==> src/rtl/mem_arbiter.sv <==
// mem_arbiter: shares one pipelined main memory between the instruction-cache
// and data-cache fill FSMs. Grants whole-block fills one at a time, generates
// the word addresses of each fill, steers returning data to the granted side
// and slots data-side write-through stores in between fills.
module mem_arbiter #(
  parameter int ADDR_W          = 16,
  parameter int DATA_W          = 16,
  parameter int WORDS_PER_BLOCK = 8
) (
  input  logic              clk,
  input  logic              rst,
  input  logic              i_miss,
  input  logic [ADDR_W-1:0] i_miss_addr,
  input  logic              d_miss,
  input  logic [ADDR_W-1:0] d_miss_addr,
  input  logic              d_write,
  input  logic [ADDR_W-1:0] d_write_addr,
  input  logic [DATA_W-1:0] d_write_data,
  input  logic [DATA_W-1:0] mem_data,
  input  logic              mem_data_valid,
  output logic              mem_enable,
  output logic              mem_wr,
  output logic [ADDR_W-1:0] mem_addr,
  output logic [DATA_W-1:0] mem_wdata,
  output logic [DATA_W-1:0] fill_data,
  output logic              i_data_valid,
  output logic              d_data_valid,
  output logic              i_busy,
  output logic              d_busy,
  output logic              d_write_done
);

  // One extra bit so the issue counter can hold WORDS_PER_BLOCK ("all issued").
  localparam int                CNT_W    = $clog2(WORDS_PER_BLOCK) + 1;
  localparam logic [CNT_W-1:0]  N_WORDS  = CNT_W'(WORDS_PER_BLOCK);
  localparam logic [CNT_W-1:0]  LAST_IDX = CNT_W'(WORDS_PER_BLOCK - 1);
  // Clears the byte offset within a block (block = 2*WORDS_PER_BLOCK bytes).
  localparam logic [ADDR_W-1:0] BLK_MASK = ~ADDR_W'(2 * WORDS_PER_BLOCK - 1);
  localparam logic              GRANT_I  = 1'b0;
  localparam logic              GRANT_D  = 1'b1;

  typedef enum logic [1:0] {
    IDLE    = 2'd0,
    I_FILL  = 2'd1,
    D_FILL  = 2'd2,
    D_WRITE = 2'd3
  } state_t;

  state_t              r_state;
  state_t              w_next_state;
  logic [CNT_W-1:0]    r_issue_cnt;
  logic [CNT_W-1:0]    r_ret_cnt;
  logic                r_last_grant;
  logic [ADDR_W-1:0]   r_base;

  logic                w_fill;
  logic                w_issuing;
  logic                w_ret_last;
  logic [ADDR_W-1:0]   w_word_addr;

  assign w_fill      = (r_state == I_FILL) || (r_state == D_FILL);
  assign w_issuing   = w_fill && (r_issue_cnt < N_WORDS);
  assign w_ret_last  = mem_data_valid && (r_ret_cnt == LAST_IDX);
  // Word addresses step by 2 bytes; the block is aligned so no carry leaves it.
  assign w_word_addr = r_base + (ADDR_W'(r_issue_cnt) << 1);

  assign fill_data = mem_data;
  assign i_busy    = i_miss | (r_state == I_FILL);
  assign d_busy    = d_miss | d_write | (r_state == D_FILL) | (r_state == D_WRITE);

  // Next-state: stores first, then round-robin between two pending misses.
  always_comb begin
    w_next_state = r_state;
    case (r_state)
      IDLE: begin
        if (d_write) begin
          w_next_state = D_WRITE;
        end else if (i_miss && d_miss) begin
          w_next_state = (r_last_grant == GRANT_I) ? D_FILL : I_FILL;
        end else if (i_miss) begin
          w_next_state = I_FILL;
        end else if (d_miss) begin
          w_next_state = D_FILL;
        end
      end
      I_FILL, D_FILL: begin
        if (w_ret_last) begin
          w_next_state = IDLE;
        end
      end
      D_WRITE: w_next_state = IDLE;
      default: w_next_state = IDLE;
    endcase
  end

  // Memory strobes and fill-valid steering; everything held quiet during reset.
  always_comb begin
    mem_enable   = 1'b0;
    mem_wr       = 1'b0;
    mem_addr     = '0;
    mem_wdata    = '0;
    i_data_valid = 1'b0;
    d_data_valid = 1'b0;
    d_write_done = 1'b0;
    case (r_state)
      I_FILL: begin
        mem_enable   = w_issuing;
        mem_addr     = w_issuing ? w_word_addr : '0;
        i_data_valid = mem_data_valid;
      end
      D_FILL: begin
        mem_enable   = w_issuing;
        mem_addr     = w_issuing ? w_word_addr : '0;
        d_data_valid = mem_data_valid;
      end
      D_WRITE: begin
        mem_enable   = 1'b1;
        mem_wr       = 1'b1;
        mem_addr     = d_write_addr;
        mem_wdata    = d_write_data;
        d_write_done = 1'b1;
      end
      default: ;
    endcase
    if (rst) begin
      mem_enable   = 1'b0;
      mem_wr       = 1'b0;
      mem_addr     = '0;
      mem_wdata    = '0;
      i_data_valid = 1'b0;
      d_data_valid = 1'b0;
      d_write_done = 1'b0;
    end
  end

  // Control state: FSM, issue/return counters and round-robin history.
  always_ff @(posedge clk) begin
    if (rst) begin
      r_state      <= IDLE;
      r_issue_cnt  <= '0;
      r_ret_cnt    <= '0;
      r_last_grant <= GRANT_I;
    end else begin
      r_state <= w_next_state;
      if (r_state == IDLE) begin
        r_issue_cnt <= '0;
        r_ret_cnt   <= '0;
        if (w_next_state == I_FILL) begin
          r_last_grant <= GRANT_I;
        end else if (w_next_state == D_FILL) begin
          r_last_grant <= GRANT_D;
        end
      end else if (w_fill) begin
        if (w_issuing) begin
          r_issue_cnt <= r_issue_cnt + 1'b1;
        end
        if (mem_data_valid) begin
          r_ret_cnt <= r_ret_cnt + 1'b1;
        end
      end
    end
  end

  // Block base address captured at grant time (datapath, not reset).
  always_ff @(posedge clk) begin
    if (r_state == IDLE) begin
      if (w_next_state == I_FILL) begin
        r_base <= i_miss_addr & BLK_MASK;
      end else if (w_next_state == D_FILL) begin
        r_base <= d_miss_addr & BLK_MASK;
      end
    end
  end

endmodule

==> config.mk <==
export PLATFORM = sky130hd
export DESIGN_NAME = mem_arbiter
export DESIGN_NICKNAME = d
export VERILOG_FILES = /design/src/rtl/mem_arbiter.sv
export SDC_FILE = /design/constraint.sdc
export NUM_CORES = 1
export LEC_CHECK = 0
export BUFFER_PORTS_ARGS = -buffer_cell sky130_fd_sc_hd__buf_2
export CAP_MARGIN = 10
export CORE_MARGIN = 3
export CORE_UTILIZATION = 24
export DETAILED_ROUTE_END_ITERATION = 8
export SLEW_MARGIN = 0
export SYNTH_ARGS = -nofsm -noshare
export SYNTH_HDL_FRONTEND = slang
export SYNTH_SLANG_ARGS = --single-unit
==> constraint.sdc <==
create_clock -name clk -period 5.9 [get_ports clk]
set_clock_uncertainty 0.15 [all_clocks]
set_input_delay 1.18 -clock clk [delete_from_list [all_inputs] [get_ports clk]]
set_output_delay 1.18 -clock clk [all_outputs]
set_load 0.01 [all_outputs]
# Word-level counts from Yosys, hierarchy flattened
# Cells that the tools add are included.
dict set report totals {
  regBits 23
  input_bits 86
}
dict set report op_classes {
  add_sub_neg 3
  order_cmp 1
  eq_ne 6
  muxes 24
  bitwise_logic 4
  n_reduce_logical 11
}
# operator count
set ops {}
lappend ops {{$mux W16} 6}
lappend ops {{$pmux W16 S2} 1}
lappend ops {{$add A16 B5 Y16} 1}
lappend ops {{$mux W2} 6}
lappend ops {{$mux W1} 9}
lappend ops {{$add A4 B1 Y4 const B} 2}
lappend ops {{$eq A2 B2 Y1 const B} 3}
lappend ops {{$pmux W2 S3} 1}
lappend ops {{$reduce_and A2 Y1} 3}
lappend ops {{$eq A2 B1 Y1 const B} 2}
lappend ops {{$eq A4 B3 Y1 const B} 1}
lappend ops {{$lt A4 B4 Y1 const B} 1}
lappend ops {{$or A1 B1 Y1} 4}
lappend ops {{$reduce_or A2 Y1} 2}
lappend ops {{$logic_and A1 B1 Y1} 3}
lappend ops {{$logic_not A2 Y1} 1}
lappend ops {{$pmux W1 S2} 1}
lappend ops {{$reduce_bool A2 Y1} 1}
lappend ops {{$logic_or A1 B1 Y1} 1}

# Logic depth before layout (Yosys ltp)
dict set report depth {
  depth_word 8
  ltp_mapped 9
  depth_no_buf 9
}

# Worst setup path before layout
# OpenSTA, ideal clock, no wires.
dict set report synth_timing {
  path_type {input -> output}
  startpoint {input port rst}
  endpoint {output port mem_addr[10]}
  t_arrival_ns 1.940
  slack_ns 2.630
  stages 6
  n_path_buf 2
  path_cell_list {nor2_1 -> and2_0 -> buf_2 -> buf_2 -> nand2_1 -> o21ai_0}
}
dict set report synth_between {
  elab_chain_len 1
}
# item line
set synth_rtl {}
lappend synth_rtl {{start: declaration} 11} ;# input logic rst,
lappend synth_rtl {{$mux W16} 125} ;# if (rst) begin
lappend synth_rtl {{end: declaration} 23} ;# output logic [ADDR_W-1:0] mem_addr,
# Every way passes these cells.

# Worst setup path after layout
dict set report layout_timing {
  startpoint {input port rst}
  endpoint {output port mem_addr[6]}
}
# Same word-level chain as after synthesis.

==> impl_results.md <==
- Final core occ: 32.72%
- Count leader, synth: nand2_1
- Row cnt: 30
- Status: complete, no violations
- Crit Path Class: input port to primary output
- Final HPWL from detailed placement: 3.633 mm
- Initial Utilization: 25.33%
- Ys flop type: edfxtp_1
- Area delta synth->final: 29.16%
- Core area: 6944 µm²
- Setup crit start kind: input port
- F_max: 0.2563 GHz
- Fraction of layout instances using a drive strength above 1: 45.65%
- RSZ-0062 raised after global routing: no
- Mapped Cells: 195
- # fillers: 748
- Initial antenna violation count: 0
- Synth top area share: 20.48%
- Leading area contributor after synthesis: edfxtp_1
- First-pass GRT wire length: 6.520 mm
- I/O Buffers: 100
- CTS root buf: clkbuf_8
- Post-synth EDFFs: 12
- Mapped Area: 1759 µm²
- Pin count of the biggest net entering global routing: 19
- Worst skew pair latency: 0.26 ns
- CTS HTree Levels: 1
- Syn Area/Cell: 9.021 µm²
- Clock transition at path regs: 0.09 ns
- Syn Nets: 290
- Max-Cap Viols: 0
- Slew HR: 47.42%
- Leak: 1.072 nW
- Final setup TNS: 0 ns
- Hold crit path type: flop to flop
- DR vias/cell: 4.223
- ANT nets after route: 0
- Diode count: 0
- Number of iterations in the first detailed-routing pass: 4
- Register area share after synthesis: 33.00%
- CTS buffer count: 3
- Gr ovfl total: 0
- Boundary Pins: 141
- Final setup fails: 0
- Die area: 8393 µm²
- WP data arrival: 2.57 ns
- DIE WIDTH: 91.62 µm
- Asr flop ratio synth: 0%
- CTS tree: yes
- Total number of vias: 1571
- Post-CTS Setup Inserts: 0
- Vias in the first global route: 1433
- Top cells by count, synth: nand2_1 (20), and2_1 (18), buf_4 (17)
- Synth warnings: 0
- Required @ worst endpoint: 4.57 ns
- Final Max Slew Viols: 0
- DIE HEIGHT: 91.62 µm
- Final Cycle Share: 66.14%
- Placed Cells: 368
- Drt wl/cell: 11.35 µm
- Drc violations: 0
- Synth area leaders: edfxtp_1 (20%), dfxtp_1 (13%), mux2_2 (7.7%), buf_4 (7.3%), and2_1 (6.4%)
- Hold_buf cts: 0
- Total GRT Usage: 9.356%
- Yosys cell types: 36
- Peak VDD IR: 0.06539 mV
- Critical path peak fanout: 15
- CTS max path bufs: 2
- Actual slew at the worst max-slew pin: 0.7870 ns
- CTS Sinks: 23
- Final hold violation count: 0
- Minimum clock period: 3.902 ns
- #FFs+latches synth: 23
- Post-CTS Resized: 0
- # nets final: 372
- Routability congestion estimate: 0.7883
- Final wirelength: 4.224 mm
- PD cells: 249.8 nW/µm²
- Crit end category: primary output
- Cell Count, Final, Fillers Out: 372
- Iter 0 DRT Violations: 53
-- metrics by stage --
stage / worst slack, ns / hold slack, ns / cell area [µm²] / power (mW)
finish: 1.998 / 0.3361 / 2272 / 0.5676
global route: 1.759 / 0.3594 / 2272 / 0.6103
CTS: 1.960 / 0.3396 / 2272 / 0.5763
detailed placement: 1.962 / 0.3264 / 2226 / 0.4804
global placement: 1.957 / 0.3208 / 2226 / 0.4759
floorplan: 2.630 / 0.3036 / 1759 / 0.4174
-- routing by layer --
layer / part of all wire, % / vias to the layer above / GRT usage (%)
met5: 0 / - / 0
met4: 3.0 / 0 / 4.774
met3: 11 / 14 / 1.805
met2: 48 / 81 / 16.80
met1: 38 / 666 / 10.41
li1: - / 810 / -
-- worst max-delay path, stage by stage --
cell and delay, ns:
buf_2 0.15, nor2_1 0.21, and2_0 0.63, nand2_1 0.10
o21ai_0 0.12, buf_2 0.17
-- worst paths after layout --
path,start,end,slack [ns],cells past startpoint
worst max-delay path,rst,mem_addr[6],2.00,6
worst min-delay path,r_ret_cnt[1],r_ret_cnt[1],0.34,2
worst max register to register,r_state[0],r_base[11],3.15,7
worst min register to register,r_ret_cnt[1],r_ret_cnt[1],0.34,2
-- placed cells by master (no fill, tap or decap), types with 9 or more instances in the layout --
cell and n:
o21ai_0 9, dfxtp_1 11, ha_1 9, and2_1 18
mux2_2 12, nor2_1 14, xnor2_1 10, nand2_1 20
buf_2 100, edfxtp_1 12
-- kinds of logic after synthesis --
logic type,Yosys count,share of synthesized area [%]
flops,23,33.00
buf+inv,29,10.24
fa+ha+maj,9,6.401
simple gates,78,24.75
mux,13,8.250
xor+xnor,15,7.468
compound gates,28,9.886
-- sequential cells by signal, indices dropped and copies added (netlist names) --
signal        count
r_ret_cnt         4
r_state           2
r_base           12
r_last_grant      1
r_issue_cnt       4
-- final cells by class --
cell class	count	area, µm²	share of cell area [%]
clock buffers	3	41.29	1.817
multi-input cells	143	998.5	43.94
flip-flops and latches	23	580.6	25.55
well taps	96	120.1	5.286
clock inverters	1	5.005	0.2203
repair buffers	101	508.0	22.36
inverters	5	18.77	0.8260
-- power breakdown --
part / total, mW / switching [mW] / internal (mW)
clock network: 0.0962 / 0.0492 / 0.0470
logic: 0.216 / 0.113 / 0.103
registers: 0.256 / 0.0353 / 0.220
total: 0.568 / 0.197 / 0.370
(Power assumes the default switching activity.)
